## src/rtl/dac714_serial_tx.sv

```systemverilog
`default_nettype none
// +----------------------------------------------------------------------------+
// | dac714_serial_tx                                                           |
// | Saturates a 32-bit ramp sample to 16 bits and shifts it MSB-first into a   |
// | DAC714 over CS/SCLK/SDI, then pulses nLDAC. One-deep pending buffer.       |
// | Revision: 1.0                                                              |
// +----------------------------------------------------------------------------+
module dac714_serial_tx #(
    parameter int CLK_DIV     = 4,
    parameter int LATCH_WIDTH = 2
) (
    input  logic        clk,
    input  logic        Reset,
    input  logic        DACStrobe,
    input  logic [31:0] Yis,
    output logic        Busy,
    output logic        Sat,
    output logic        Overrun,
    output logic        nDAC_CS,
    output logic        DAC_SCLK,
    output logic        DAC_SDI,
    output logic        nDAC_LDAC
);

    localparam logic [7:0] c_div_last   = 8'(CLK_DIV - 1);
    localparam logic [7:0] c_latch_last = 8'(LATCH_WIDTH - 1);

    typedef enum logic [2:0] {
        S_IDLE     = 3'd0,
        S_LOAD     = 3'd1,
        S_SHIFT_LO = 3'd2,
        S_SHIFT_HI = 3'd3,
        S_CS_HOLD  = 3'd4,
        S_LATCH    = 3'd5
    } state_t;

    state_t      r_state;
    state_t      w_next;
    logic [7:0]  r_cnt;
    logic [3:0]  r_bit;
    logic [15:0] r_shift;
    logic [31:0] r_hold;
    logic        r_pending;
    logic        r_busy;
    logic        r_sat;
    logic        r_overrun;
    logic        r_cs_n;
    logic        r_sclk;
    logic        r_ldac_n;

    logic        w_clip_hi;
    logic        w_clip_lo;
    logic [15:0] w_word;
    logic        w_overrun;
    logic        w_shift_step;

    always_ff @(posedge clk or posedge Reset) begin
        if (Reset) begin
            r_state <= S_IDLE;
        end else begin
            r_state <= w_next;
        end
    end

    always_comb begin
        w_next       = r_state;
        // In range exactly when bits 31..15 are all equal (sign extension).
        w_clip_hi    = ~r_hold[31] & (|r_hold[30:15]);
        w_clip_lo    = r_hold[31] & ~(&r_hold[30:15]);
        w_word       = w_clip_hi ? 16'h7FFF : (w_clip_lo ? 16'h8000 : r_hold[15:0]);
        // The value held during LOAD is being consumed, not lost.
        w_overrun    = DACStrobe & r_pending & (r_state != S_LOAD);
        w_shift_step = (r_state == S_SHIFT_HI) && (r_cnt == c_div_last) && (r_bit != 4'd0);
        case (r_state)
            S_IDLE:     if (DACStrobe || r_pending) w_next = S_LOAD;
            S_LOAD:     w_next = S_SHIFT_LO;
            S_SHIFT_LO: if (r_cnt == c_div_last) w_next = S_SHIFT_HI;
            S_SHIFT_HI: if (r_cnt == c_div_last)
                            w_next = (r_bit == 4'd0) ? S_CS_HOLD : S_SHIFT_LO;
            S_CS_HOLD:  if (r_cnt == c_div_last) w_next = S_LATCH;
            S_LATCH:    if (r_cnt == c_latch_last)
                            w_next = (r_pending || DACStrobe) ? S_LOAD : S_IDLE;
            default:    w_next = S_IDLE;
        endcase
    end

    always_ff @(posedge clk or posedge Reset) begin
        if (Reset) begin
            r_cnt     <= 8'd0;
            r_bit     <= 4'd0;
            r_shift   <= 16'd0;
            r_hold    <= 32'd0;
            r_pending <= 1'b0;
            r_busy    <= 1'b0;
            r_sat     <= 1'b0;
            r_overrun <= 1'b0;
            r_cs_n    <= 1'b1;
            r_sclk    <= 1'b0;
            r_ldac_n  <= 1'b1;
        end else begin
            r_cnt <= (w_next != r_state) ? 8'd0 : r_cnt + 8'd1;

            if (r_state == S_LOAD) begin
                r_shift <= w_word;
                r_bit   <= 4'd15;
            end else if (w_shift_step) begin
                r_shift <= {r_shift[14:0], 1'b0};
                r_bit   <= r_bit - 4'd1;
            end

            if (DACStrobe) begin
                r_hold    <= Yis;
                r_pending <= (r_state != S_IDLE);
            end else if (r_state == S_LOAD) begin
                r_pending <= 1'b0;
            end

            // Pin registers follow the state being entered, so pins track the FSM.
            r_busy    <= (w_next != S_IDLE);
            r_cs_n    <= ~((w_next == S_SHIFT_LO) || (w_next == S_SHIFT_HI));
            r_sclk    <= (w_next == S_SHIFT_HI);
            r_ldac_n  <= (w_next != S_LATCH);
            r_sat     <= (r_state == S_LOAD) && (w_clip_hi || w_clip_lo);
            r_overrun <= w_overrun;
        end
    end

    assign Busy      = r_busy;
    assign Sat       = r_sat;
    assign Overrun   = r_overrun;
    assign nDAC_CS   = r_cs_n;
    assign DAC_SCLK  = r_sclk;
    assign DAC_SDI   = r_shift[15];
    assign nDAC_LDAC = r_ldac_n;

endmodule
`default_nettype wire

```

## config.mk

```make
export PLATFORM = sky130hd
export DESIGN_NAME = dac714_serial_tx
export DESIGN_NICKNAME = d
export VERILOG_FILES = /design/src/rtl/dac714_serial_tx.sv
export SDC_FILE = /design/constraint.sdc
export NUM_CORES = 1
export LEC_CHECK = 0
export ABC_CLOCK_PERIOD_IN_PS = 2900
export BUFFER_PORTS_ARGS = -buffer_cell sky130_fd_sc_hd__buf_2
export CORE_ASPECT_RATIO = 1.75
export CORE_UTILIZATION = 57
export CTS_CLUSTER_SIZE = 40
export DETAILED_ROUTE_END_ITERATION = 16
export GPL_TIMING_DRIVEN = 0
export PLACE_DENSITY = 0.75
export SYNTH_ARGS = -nofsm -noshare
export SYNTH_HDL_FRONTEND = slang
export SYNTH_SLANG_ARGS = --single-unit
```

## constraint.sdc

```tcl
create_clock -name clk -period 2.9 [get_ports clk]
set_clock_uncertainty 0.2 [all_clocks]
set_input_delay 0.145 -clock clk [delete_from_list [all_inputs] [get_ports clk]]
set_output_delay 0.145 -clock clk [all_outputs]
set_load 0.1 [all_outputs]
```

-- Word-level counts from Yosys, hierarchy flattened
Index checks and enable logic that the tools add are counted.
Widths: inputs -> output; s select.
- mux-type cells: 17
- add/subtract/negate cells: 2
- reduce and logical (&&, ||, !) cells: 15
- equal/unequal tests: 12
- bitwise logic cells: 7
- operators with widths (cell ; number):
    $mux 16 ; 4
    $mux 3 ; 6
    $pmux 3 s6 ; 1
    $reduce_and 16->1 ; 1
    $reduce_or 16->1 ; 1
    $eq 3x2->1 const B ; 4
    $add 8x1->8 const B ; 1
    $eq 8x1->1 const B ; 1
    $eq 8x2->1 const B ; 1
    $mux 4 ; 2
    $mux 8 ; 1
    $eq 3x3->1 const B ; 2
    $reduce_bool 3->1 ; 2
    $and 1x1->1 ; 4
    $logic_not 4->1 ; 1
    $reduce_bool 2->1 ; 2
    $reduce_bool 4->1 ; 1
    $sub 4x1->4 const B ; 1
    $eq 3x1->1 const B ; 1
    $logic_and 1x1->1 ; 3
    $logic_not 3->1 ; 1
    $logic_or 1x1->1 ; 3
    $mux 1 ; 3
    $ne 3x1->1 const B ; 1
    3 further kinds ; 5
- input bits: 35
- output and inout port bits: 7
- bits in registers: 70
- logic and storage cells: 65

-- Depth between registers and ports, before layout
Gate-level depths: netlist (run 1).
- word-level depth: 7
- gate-level depth with buffers: 7
- gate-level depth less buffers: 6

-- Worst setup path before layout (run 1)
Ideal clock, no wire load.
- path kind: register to register
- from: reg r_cnt[0]
- to: reg r_shift[12]
- cell stages (with the launch flop): 7
- required time: 2578 ps
- setup time: 122 ps
- arrival time: 1777 ps
- clock period less this slack: 2099 ps
- setup slack: 801 ps
- cell sequence: dfrtp_1 > ha_1 > nor3b_1 > and4b_1 > buf_4 > nor3_1 > a2111oi_1
- cells in the longest elaborated chain, start to end: 4
- RTL lines (item ; RTL line ; text):
    start: declaration ; 39 ; logic [7:0] r_cnt;
    start signal: assignment ; 101 ; r_cnt <= (w_next != r_state) ? 8'd0 : r_cnt + 8'd1;
    $eq 8x2->1 ; 73 ; w_shift_step = (r_state == S_SHIFT_HI) && (r_cnt == c_div_last) && (r_bit != 4'd0);
    $logic_and 1x1->1 (2 in a row) ; 73 ;
    $reduce_bool 2->1 (no line) ; n/a ;
    end signal: assignment ; 104 ; r_shift <= w_word;
    end signal: assignment ; 107 ; r_shift <= {r_shift[14:0], 1'b0};
    end: declaration ; 41 ; logic [15:0] r_shift;
No other way between the ends.
A chain may end at the register's enable or synchronous reset.

-- Worst setup path in the final report (run 1)
- from: reg r_bit[0]
- to: reg r_shift[3]
- cells in the longest elaborated chain, start to end: 3
- RTL lines (item ; RTL line ; text):
    start: declaration ; 40 ; logic [3:0] r_bit;
    start signal: assignment ; 108 ; r_bit <= r_bit - 4'd1;
    $reduce_bool 4->1 ; 73 ;
    $logic_and 1x1->1 ; 73 ;
    $reduce_bool 2->1 (no line) ; n/a ;
No other way between the ends.

==> impl_metrics.json, run 1 <==
{
  "status": "finished clean",
  "numCtsBuffers": 9,
  "yosysSeqAreaShare": 0.549,
  "gp_congestion": 0.845,
  "ant_nets": 0,
  "critPathMaxFanout": 10,
  "path_clk_slew_ns": 0.07,
  "wl_per_cell_um": 15.6,
  "num_rows": 35,
  "syn_to_final_growth_pct": 25.0,
  "async_flop_share": 1.00,
  "p_leak_nw": 1.80,
  "cpPeakStageDelay_ns": 0.53,
  "clockRootBuffer": "clkbuf_8",
  "post_cts_resized": 0,
  "dr.pass1.iters": 4,
  "worst_pin_slew_ns": 0.833,
  "drtIter0Drc": 98,
  "fin_crit_ns": 2.66,
  "clockBufferDepth": 2,
  "maxSlewViolCount": 0,
  "syn_area_um2": 3200,
  "maxCapViolations": 0,
  "clock_power_share": 0.352,
  "synthTopCellsByArea": "dfrtp_1 (53%), mux2_2 (6.3%), nor3_1 (3.8%)",
  "syn_avg_cell_area_um2": 10.8,
  "grtUsageTotal": 0.276,
  "switching_share": 0.247,
  "antennaDiodeCount": 0,
  "critPathBufInv": 2,
  "cts_sinks": 70,
  "worst_path_max_delay_cell": "nor3b_1",
  "yosysTopAreaCellShare": 0.532,
  "relSlewSlack": 0.445,
  "totalWireLength_um": 7170,
  "setup_viol": 0,
  "powerDensity_nw_per_um2": 484,
  "final_area_um2": 4000,
  "start_util": 0.598,
  "grt_setup_unrepaired": "false",
  "path_cells": "inv_1, ha_1, nor3b_1, nand4b_1, buf_2, nor2_1, a2111oi_1",
  "cts_tree": "done",
  "grt_pass1_wl_um": 12100,
  "fp.dieH_um": 101,
  "setup_ws_ns": 0.240,
  "cts_setup_buffers": 0,
  "finalHoldViolations": 0,
  "hpwl_um": 4590,
  "synth_edf_count": 0,
  "synth.most_common_cell": "dfrtp_1",
  "end_kind": "flop",
  "dp.cells": 411,
  "seq_power_share": 0.550,
  "critPathArrivalTime_ns": 2.68,
  "place_area_um2": 3500,
  "overflow": 0,
  "via_per_inst": 5.49,
  "fp.dieW_um": 58.6,
  "vias": 2524,
  "htreeDepth": 3,
  "cp.required_ns": 2.92,
  "yosys_register_bits": 70,
  "fmax_ghz": 0.376,
  "yosysTopAreaCell": "dfrtp_1",
  "post-route-period-util": 0.917,
  "synth_flop_cell": "dfrtp_1",
  "pwr-share-comb": 0.098,
  "num-fill-cells": 401,
  "portBuffers": 41,
  "synth_cell_types": 45,
  "hold_path_class": "input pin to flop",
  "hold_ws_ns": 0.0621,
  "yosysWarnings": 0,
  "ioPinCount": 42,
  "drive_gt1_frac": 0.238,
  "power.switching_w": 0.000478,
  "synthTopCellsByCount": "dfrtp_1 (68), nand2_1 (24), nor3_1 (24)",
  "dieArea_um2": 5920,
  "clk_latency_ns": 0.34,
  "finalNetCount": 419,
  "critPathTopFamily": "simple AND/OR/NAND/NOR gates",
  "grt_pass1_vias": 2695,
  "synth_fp_nets": 334,
  "crit_path_start_kind": "flop",
  "core_um2": 5340,
  "grt_antenna_before_repair": 0,
  "drc": 0,
  "path_class": "flop to flop",
  "dp_slack_ns": 0.322,
  "intPower_w": 0.00146,
  "final_util": 0.748,
  "ir_drop_mv": 0.399,
  "netlist_instances": 296,
  "grt_max_degree": 71,
  "fin_cells": 460
}
==> flip-flops by register name (all words and copies together) (netlist names) <==
signal and flops:
DAC_SCLK 1, Sat 1, r_cnt 8, nDAC_CS 1
Busy 1, nDAC_LDAC 1, Overrun 1, r_hold 32
r_state 3, r_pending 1, r_bit 4, r_shift 16
==> area by class of cell <==
| class | count | area [µm²] | area share |
|---|---|---|---|
| multi-input combinational | 190 | 1300 | 0.324 |
| inverter | 21 | 81.3 | 0.0204 |
| sequential | 70 | 1750 | 0.439 |
| clock inverter | 4 | 22.5 | 0.00564 |
| clock buffer | 12 | 145 | 0.0363 |
| tap | 74 | 92.6 | 0.0232 |
| timing repair buffer | 74 | 536 | 0.134 |
| buffer | 15 | 67.6 | 0.0169 |
==> per-layer routing <==
layer	up-vias	wire length (µm)	GRT usage
met5	-	0	0
met4	0	200	0.143
met3	19	225	0.0668
met2	60	4000	0.487
met1	1212	2740	0.298
li1	1233	-	-
==> logic make-up after synthesis <==
| logic type | after synthesis | synth area share |
|---|---|---|
| AO/OA/AOI/OAI | 53 | 0.132 |
| AND/OR/NAND/NOR | 106 | 0.170 |
| multiplexers | 20 | 0.0697 |
| buffers and inverters | 36 | 0.0458 |
| XOR/XNOR | 8 | 0.0219 |
| adder cells (fa/ha/maj) | 3 | 0.0117 |
| flip-flops | 70 | 0.549 |
==> power by group through the flow <==
stage	clock network, W	logic, W	registers, W
floorplan	0	0.0000953	0.00108
global placement	0	0.000150	0.00108
detailed placement	0	0.000155	0.00108
CTS	0.000696	0.000189	0.00106
global route	0.000734	0.000208	0.00107
finish	0.000680	0.000189	0.00106
==> path summary, 6_finish.rpt <==
kind	from	end	slack (ns)	cells past startpoint
max	r_bit[0]	r_shift[3]	0.24	7
min	DACStrobe	Busy	0.06	3
max reg2reg	r_bit[0]	r_shift[3]	0.24	7
min reg2reg	r_shift[0]	r_shift[0]	0.31	2
max in group asynchronous	Reset	DAC_SCLK	1.64	3
min in group asynchronous	Reset	r_hold[11]	0.33	3
==> layout by cell type (no fill, tap or decap), drive strengths merged, types with 5 or more instances in the layout <==
cell type     n
and3          5
nor2         23
a21oi         6
inv          21
mux2         18
nand3         6
o21ai        17
nand2        24
clkbuf       20
dfrtp        68
nor4          6
nor3         24
nand4         5
a2111oi      14
dlygate4sd3  33
xor2          5
buf          48
==> worst min-delay path: stages <==
cell and delay [ns]:
buf_2 0.13, nor2_1 0.10, a21oi_1 0.17
==> timing repair <==
| action | 4_1_cts | 5_1_grt |
|---|---|---|
| endpoints found under the hold margin | 100 | 0 |
| setup endpoints to repair | 0 | 0 |
| hold buffers | 33 | 0 |
==> through the flow <==
stage                     TNS (ns)  power (W)
after floorplan                  0    0.00118
after global placement      -0.699    0.00123
after detailed placement         0    0.00123
after CTS                        0    0.00195
after global routing             0    0.00201
final                            0    0.00193
Note: power is estimated with default switching activity, not from simulation.
==> run 2, diff against run 1 <==
- PLACE_DENSITY: 0.75 -> 0.85
==> impl_metrics.json, run 2 (synthesis results as in run 1) <==
{
  "status": "finished clean",
  "path_clk_slew_ns": 0.07,
  "hold_path.startpoint": "DACStrobe",
  "final-seq-area_um2": 1750,
  "path_cells": "ha_1, nor3b_1, nand4b_1, buf_2, nor2_1, a2111oi_2",
  "grt_pass1_vias": 2725,
  "fin_cells": 459,
  "post-route-period-util": 0.891,
  "relSlewSlack": 0.446,
  "critPathBufInv": 1,
  "drc": 0,
  "gp_congestion": 0.799,
  "critPathMaxFanout": 10,
  "dieArea_um2": 5920,
  "finalNetCount": 419,
  "path_depth": 6,
  "hold_path_class": "input pin to flop",
  "multiInputGateArea_um2": 1300,
  "fp.dieH_um": 101,
  "grt_setup_unrepaired": "false",
  "drtIter0Drc": 113,
  "grtUsageTotal": 0.277,
  "clock_power_share": 0.358,
  "setup_tns_ns": 0,
  "portBuffers": 41,
  "final_area_um2": 4000,
  "worst_pin_slew_ns": 0.830,
  "path_class": "flop to flop",
  "numCtsBuffers": 9,
  "start_util": 0.598,
  "end_kind": "flop",
  "totalWireLength_um": 7100,
  "powerDensity_nw_per_um2": 489,
  "critPathArrivalTime_ns": 2.59,
  "hold_depth": 3,
  "vias": 2549,
  "syn_to_final_growth_pct": 25.2,
  "ant_nets": 0,
  "fmax_ghz": 0.387,
  "fp.dieW_um": 58.6,
  "largest_register_ff_count": 32,
  "pwr-share-comb": 0.097,
  "grt_max_degree": 71,
  "final_common_cell": "dfrtp_1",
  "grt_antenna_before_repair": 0,
  "seq_power_share": 0.544,
  "num-fill-cells": 387,
  "finalHoldViolations": 0,
  "fin_crit_ns": 2.58,
  "layout_common_cells": "dfrtp_1 (68), buf_2 (44), dlygate4sd3_1 (33)",
  "regToRegStartpoint": "r_cnt[0]",
  "num_rows": 35,
  "worst_path_max_delay_cell": "nor3b_1",
  "critPathTopFamily": "simple AND/OR/NAND/NOR gates",
  "dr.pass1.iters": 6,
  "regMostFlops": "r_hold",
  "crit_path_start_kind": "flop",
  "ioPinCount": 42,
  "power.switching_w": 0.000482,
  "core_um2": 5340,
  "cpPeakStageDelay_ns": 0.61,
  "drive_gt1_frac": 0.242,
  "antennaDiodeCount": 0,
  "p_leak_nw": 1.80,
  "critPathLaunch": "r_cnt[0]",
  "hpwl_um": 4540,
  "wl_per_cell_um": 15.5,
  "clockBufferDepth": 2,
  "largestRegisters": "r_hold x32, r_shift x16, r_cnt x8",
  "switching_share": 0.246,
  "intPower_w": 0.00147,
  "maxCapViolations": 0,
  "clk_latency_ns": 0.35,
  "ir_drop_mv": 0.377,
  "place_area_um2": 3500,
  "maxSlewViolCount": 0,
  "worstRegToRegCells": 6,
  "cts_sinks": 70,
  "setup_viol": 0,
  "via_per_inst": 5.55,
  "clockRootBuffer": "clkbuf_8",
  "dp.cells": 411,
  "htreeDepth": 3,
  "overflow": 0,
  "cp.required_ns": 2.90,
  "grt_pass1_wl_um": 12200,
  "cts_tree": "done"
}
[run 2: cell types whose count changed in the layout (fill, tap and decap cells not counted), sizes merged]
cell	before	now
clkbuf	20	19
[run 2: worst reg2reg max path: stages, from the launching register on]
cell	delay, ns
dfrtp_1	0.39
ha_1	0.27
nor3b_1	0.61
nand4b_1	0.45
buf_2	0.33
nor2_1	0.13
a2111oi_2	0.06
[run 2: final timing paths]
| check | to | slack, ns |
|---|---|---|
| setup / recovery | r_shift[7] | 0.32 |
| hold / removal | Busy | 0.02 |
| setup reg to reg | r_shift[7] | 0.32 |
| hold reg to reg | r_cnt[0] | 0.30 |
| max in group asynchronous | DAC_SCLK | 1.64 |
| min in group asynchronous | r_hold[28] | 0.31 |
[run 2: layout make-up]
cell class                 count  area share
sequential                    70       0.438
multi-input combinational    190       0.324
timing repair buffer          74       0.134
clock buffer                  11      0.0378
tap                           74      0.0231
inverter                      21      0.0203
buffer                        15      0.0169
clock inverter                 4     0.00563
[run 2: layer usage]
metal	part of all wire	routed length, µm	up-vias	track usage
li1	-	-	1225	-
met3	0.034	239	26	0.0745
met5	0	0	-	0
met1	0.39	2780	1235	0.291
met4	0.044	310	0	0.161
met2	0.53	3770	63	0.485
[run 2: through the flow]
stage	power [W]	setup WS (ns)	hold slack, ns	utilization
floorplan	0.00118	0.790	0.0660	-
global placement	0.00123	0.0154	0.155	0.654
detailed placement	0.00124	0.399	0.158	0.655
CTS	0.00196	0.327	0.0115	0.749
global route	0.00204	0.0957	0.0338	0.749
finish	0.00196	0.317	0.0167	0.749
[run 2: what timing repair did]
| item | in CTS | in global routing |
|---|---|---|
| setup endpoints to repair | 0 | 0 |
| endpoints found under the hold margin | 100 | 0 |
| gates resized for setup | 0 | 0 |
| hold buffers | 33 | 0 |
| buffers inserted | 0 | 0 |
[run 2: power groups by stage]
stage	sequential, W	combinational [W]	clock, W
floorplan	0.00108	0.0000953	0
global placement	0.00108	0.000149	0
detailed placement	0.00108	0.000156	0
CTS	0.00106	0.000190	0.000709
global route	0.00107	0.000210	0.000756
finish	0.00106	0.000190	0.000701
==> run 3, diff against run 2 <==
- CORE_MARGIN: not set -> 2
==> impl_metrics.json, run 3 (synthesis results as in run 1) <==
{
  "hold_depth": 3,
  "hold_path.startpoint": "DACStrobe",
  "largestRegisters": "r_hold x32, r_shift x16, r_cnt x8",
  "dr.pass1.iters": 4,
  "worst_pin_slew_ns": 0.839,
  "intPower_w": 0.00146,
  "grtUsageTotal": 0.255,
  "totalWireLength_um": 6940,
  "finalNetCount": 419,
  "post-route-period-util": 0.874,
  "vias": 2526,
  "core_um2": 5500,
  "final-seq-area_um2": 1750,
  "post_cts_resized": 0,
  "setup_viol": 0,
  "fp.dieW_um": 60.6,
  "end_kind": "flop",
  "regToRegStartpoint": "r_bit[0]",
  "setup_tns_ns": 0,
  "num-fill-cells": 404,
  "htreeDepth": 3,
  "cts_tree": "done",
  "fin_crit_ns": 2.53,
  "crit_path_start_kind": "flop",
  "dieArea_um2": 6250,
  "dp_slack_ns": 0.357,
  "path_clk_slew_ns": 0.07,
  "clock_power_share": 0.354,
  "place_area_um2": 3500,
  "setup_ws_ns": 0.366,
  "numCtsBuffers": 9,
  "p_leak_nw": 1.80,
  "overflow": 0,
  "cp.required_ns": 2.94,
  "hold_ws_ns": 0.00451,
  "drc": 0,
  "drtIter0Drc": 111,
  "path_class": "flop to flop",
  "antennaDiodeCount": 0,
  "switching_share": 0.250,
  "final_common_cell": "dfrtp_1",
  "power.switching_w": 0.000486,
  "ioPinCount": 42,
  "fmax_ghz": 0.395,
  "powerDensity_nw_per_um2": 486,
  "layout_common_cells": "dfrtp_1 (68), buf_2 (44), dlygate4sd3_1 (33)",
  "final_area_um2": 4000,
  "critPathMaxFanout": 10,
  "wl_per_cell_um": 15.0,
  "status": "finished clean",
  "multiInputGateArea_um2": 1300,
  "num_rows": 36,
  "fp.dieH_um": 103,
  "cts_sinks": 70,
  "relSlewSlack": 0.441,
  "clockBufferDepth": 2,
  "maxSlewViolCount": 0,
  "largest_register_ff_count": 32,
  "syn_to_final_growth_pct": 25.0,
  "holdPathEnd": "Busy",
  "grt_setup_unrepaired": "false",
  "regMostFlops": "r_hold",
  "clk_latency_ns": 0.36,
  "gp_congestion": 0.792,
  "grt_max_degree": 71,
  "ff2ff_setup_slack_ns": 0.37,
  "hpwl_um": 4580,
  "grt_pass1_wl_um": 11700,
  "portBuffers": 41,
  "hold_path_class": "input pin to flop",
  "via_per_inst": 5.47,
  "seq_power_share": 0.548,
  "r2r_end": "r_shift[3]",
  "critPathArrivalTime_ns": 2.57,
  "ant_nets": 0,
  "maxCapViolations": 0,
  "grt_antenna_before_repair": 0,
  "ir_drop_mv": 0.390,
  "worstRegToRegCells": 7,
  "grt_pass1_vias": 2628,
  "cts_setup_buffers": 0,
  "drive_gt1_frac": 0.238,
  "finalHoldViolations": 0,
  "pwr-share-comb": 0.098,
  "clockRootBuffer": "clkbuf_8",
  "start_util": 0.582
}
==> run 3: metrics by stage <==
stage / total power, W / std cells / utilization
floorplan: 0.00118 / 296 / -
global placement: 0.00123 / 413 / 0.636
detailed placement: 0.00124 / 413 / 0.637
CTS: 0.00195 / 462 / 0.727
global route: 0.00203 / 462 / 0.727
finish: 0.00194 / 462 / 0.727
==> run 3: timing repair <==
| action | 4_1_cts | 5_1_grt |
|---|---|---|
| hold endpoints to repair | 100 | 0 |
| setup endpoints to repair | 0 | 0 |
| hold buffers | 33 | 0 |
==> run 3: layout make-up <==
class                      instances  area share
clock buffer                      12      0.0363
sequential                        70       0.439
tap                               76      0.0238
inverter                          21      0.0203
clock inverter                     4     0.00563
multi-input combinational        190       0.324
buffer                            15      0.0169
timing repair buffer              74       0.134
==> run 3: worst max-delay path, cell delays in order, from the launching register on <==
cell,delay [ns]
dfrtp_1,0.41
inv_1,0.07
ha_1,0.19
nor3b_1,0.51
nand4b_1,0.39
buf_2,0.29
nor2_1,0.07
a2111oi_1,0.30
==> run 3: layer usage <==
layer	part of all wire	global-route usage
met4	0.029	0.125
met3	0.034	0.0715
met5	0	0
met2	0.55	0.442
met1	0.39	0.277
==> run 3: how the worst max path moves through the flow <==
stage                   from    endpoint  slack (ns)
floorplan              Reset        Busy        0.79
finish              r_bit[0]  r_shift[3]        0.37
detailed placement  r_bit[0]  r_shift[4]        0.36
global route        r_bit[0]  r_shift[3]        0.14
CTS                 r_bit[0]  r_shift[4]        0.34
global placement       Reset   r_hold[4]        0.01
==> run 3: power groups by stage <==
stage                     sequential (W)  combinational [W]  clock [W]
final                            0.00106           0.000190   0.000688
after global routing             0.00107           0.000211   0.000747
after CTS                        0.00106           0.000190   0.000699
after detailed placement         0.00108           0.000156          0
after global placement           0.00108           0.000150          0
after floorplan                  0.00108          0.0000953          0
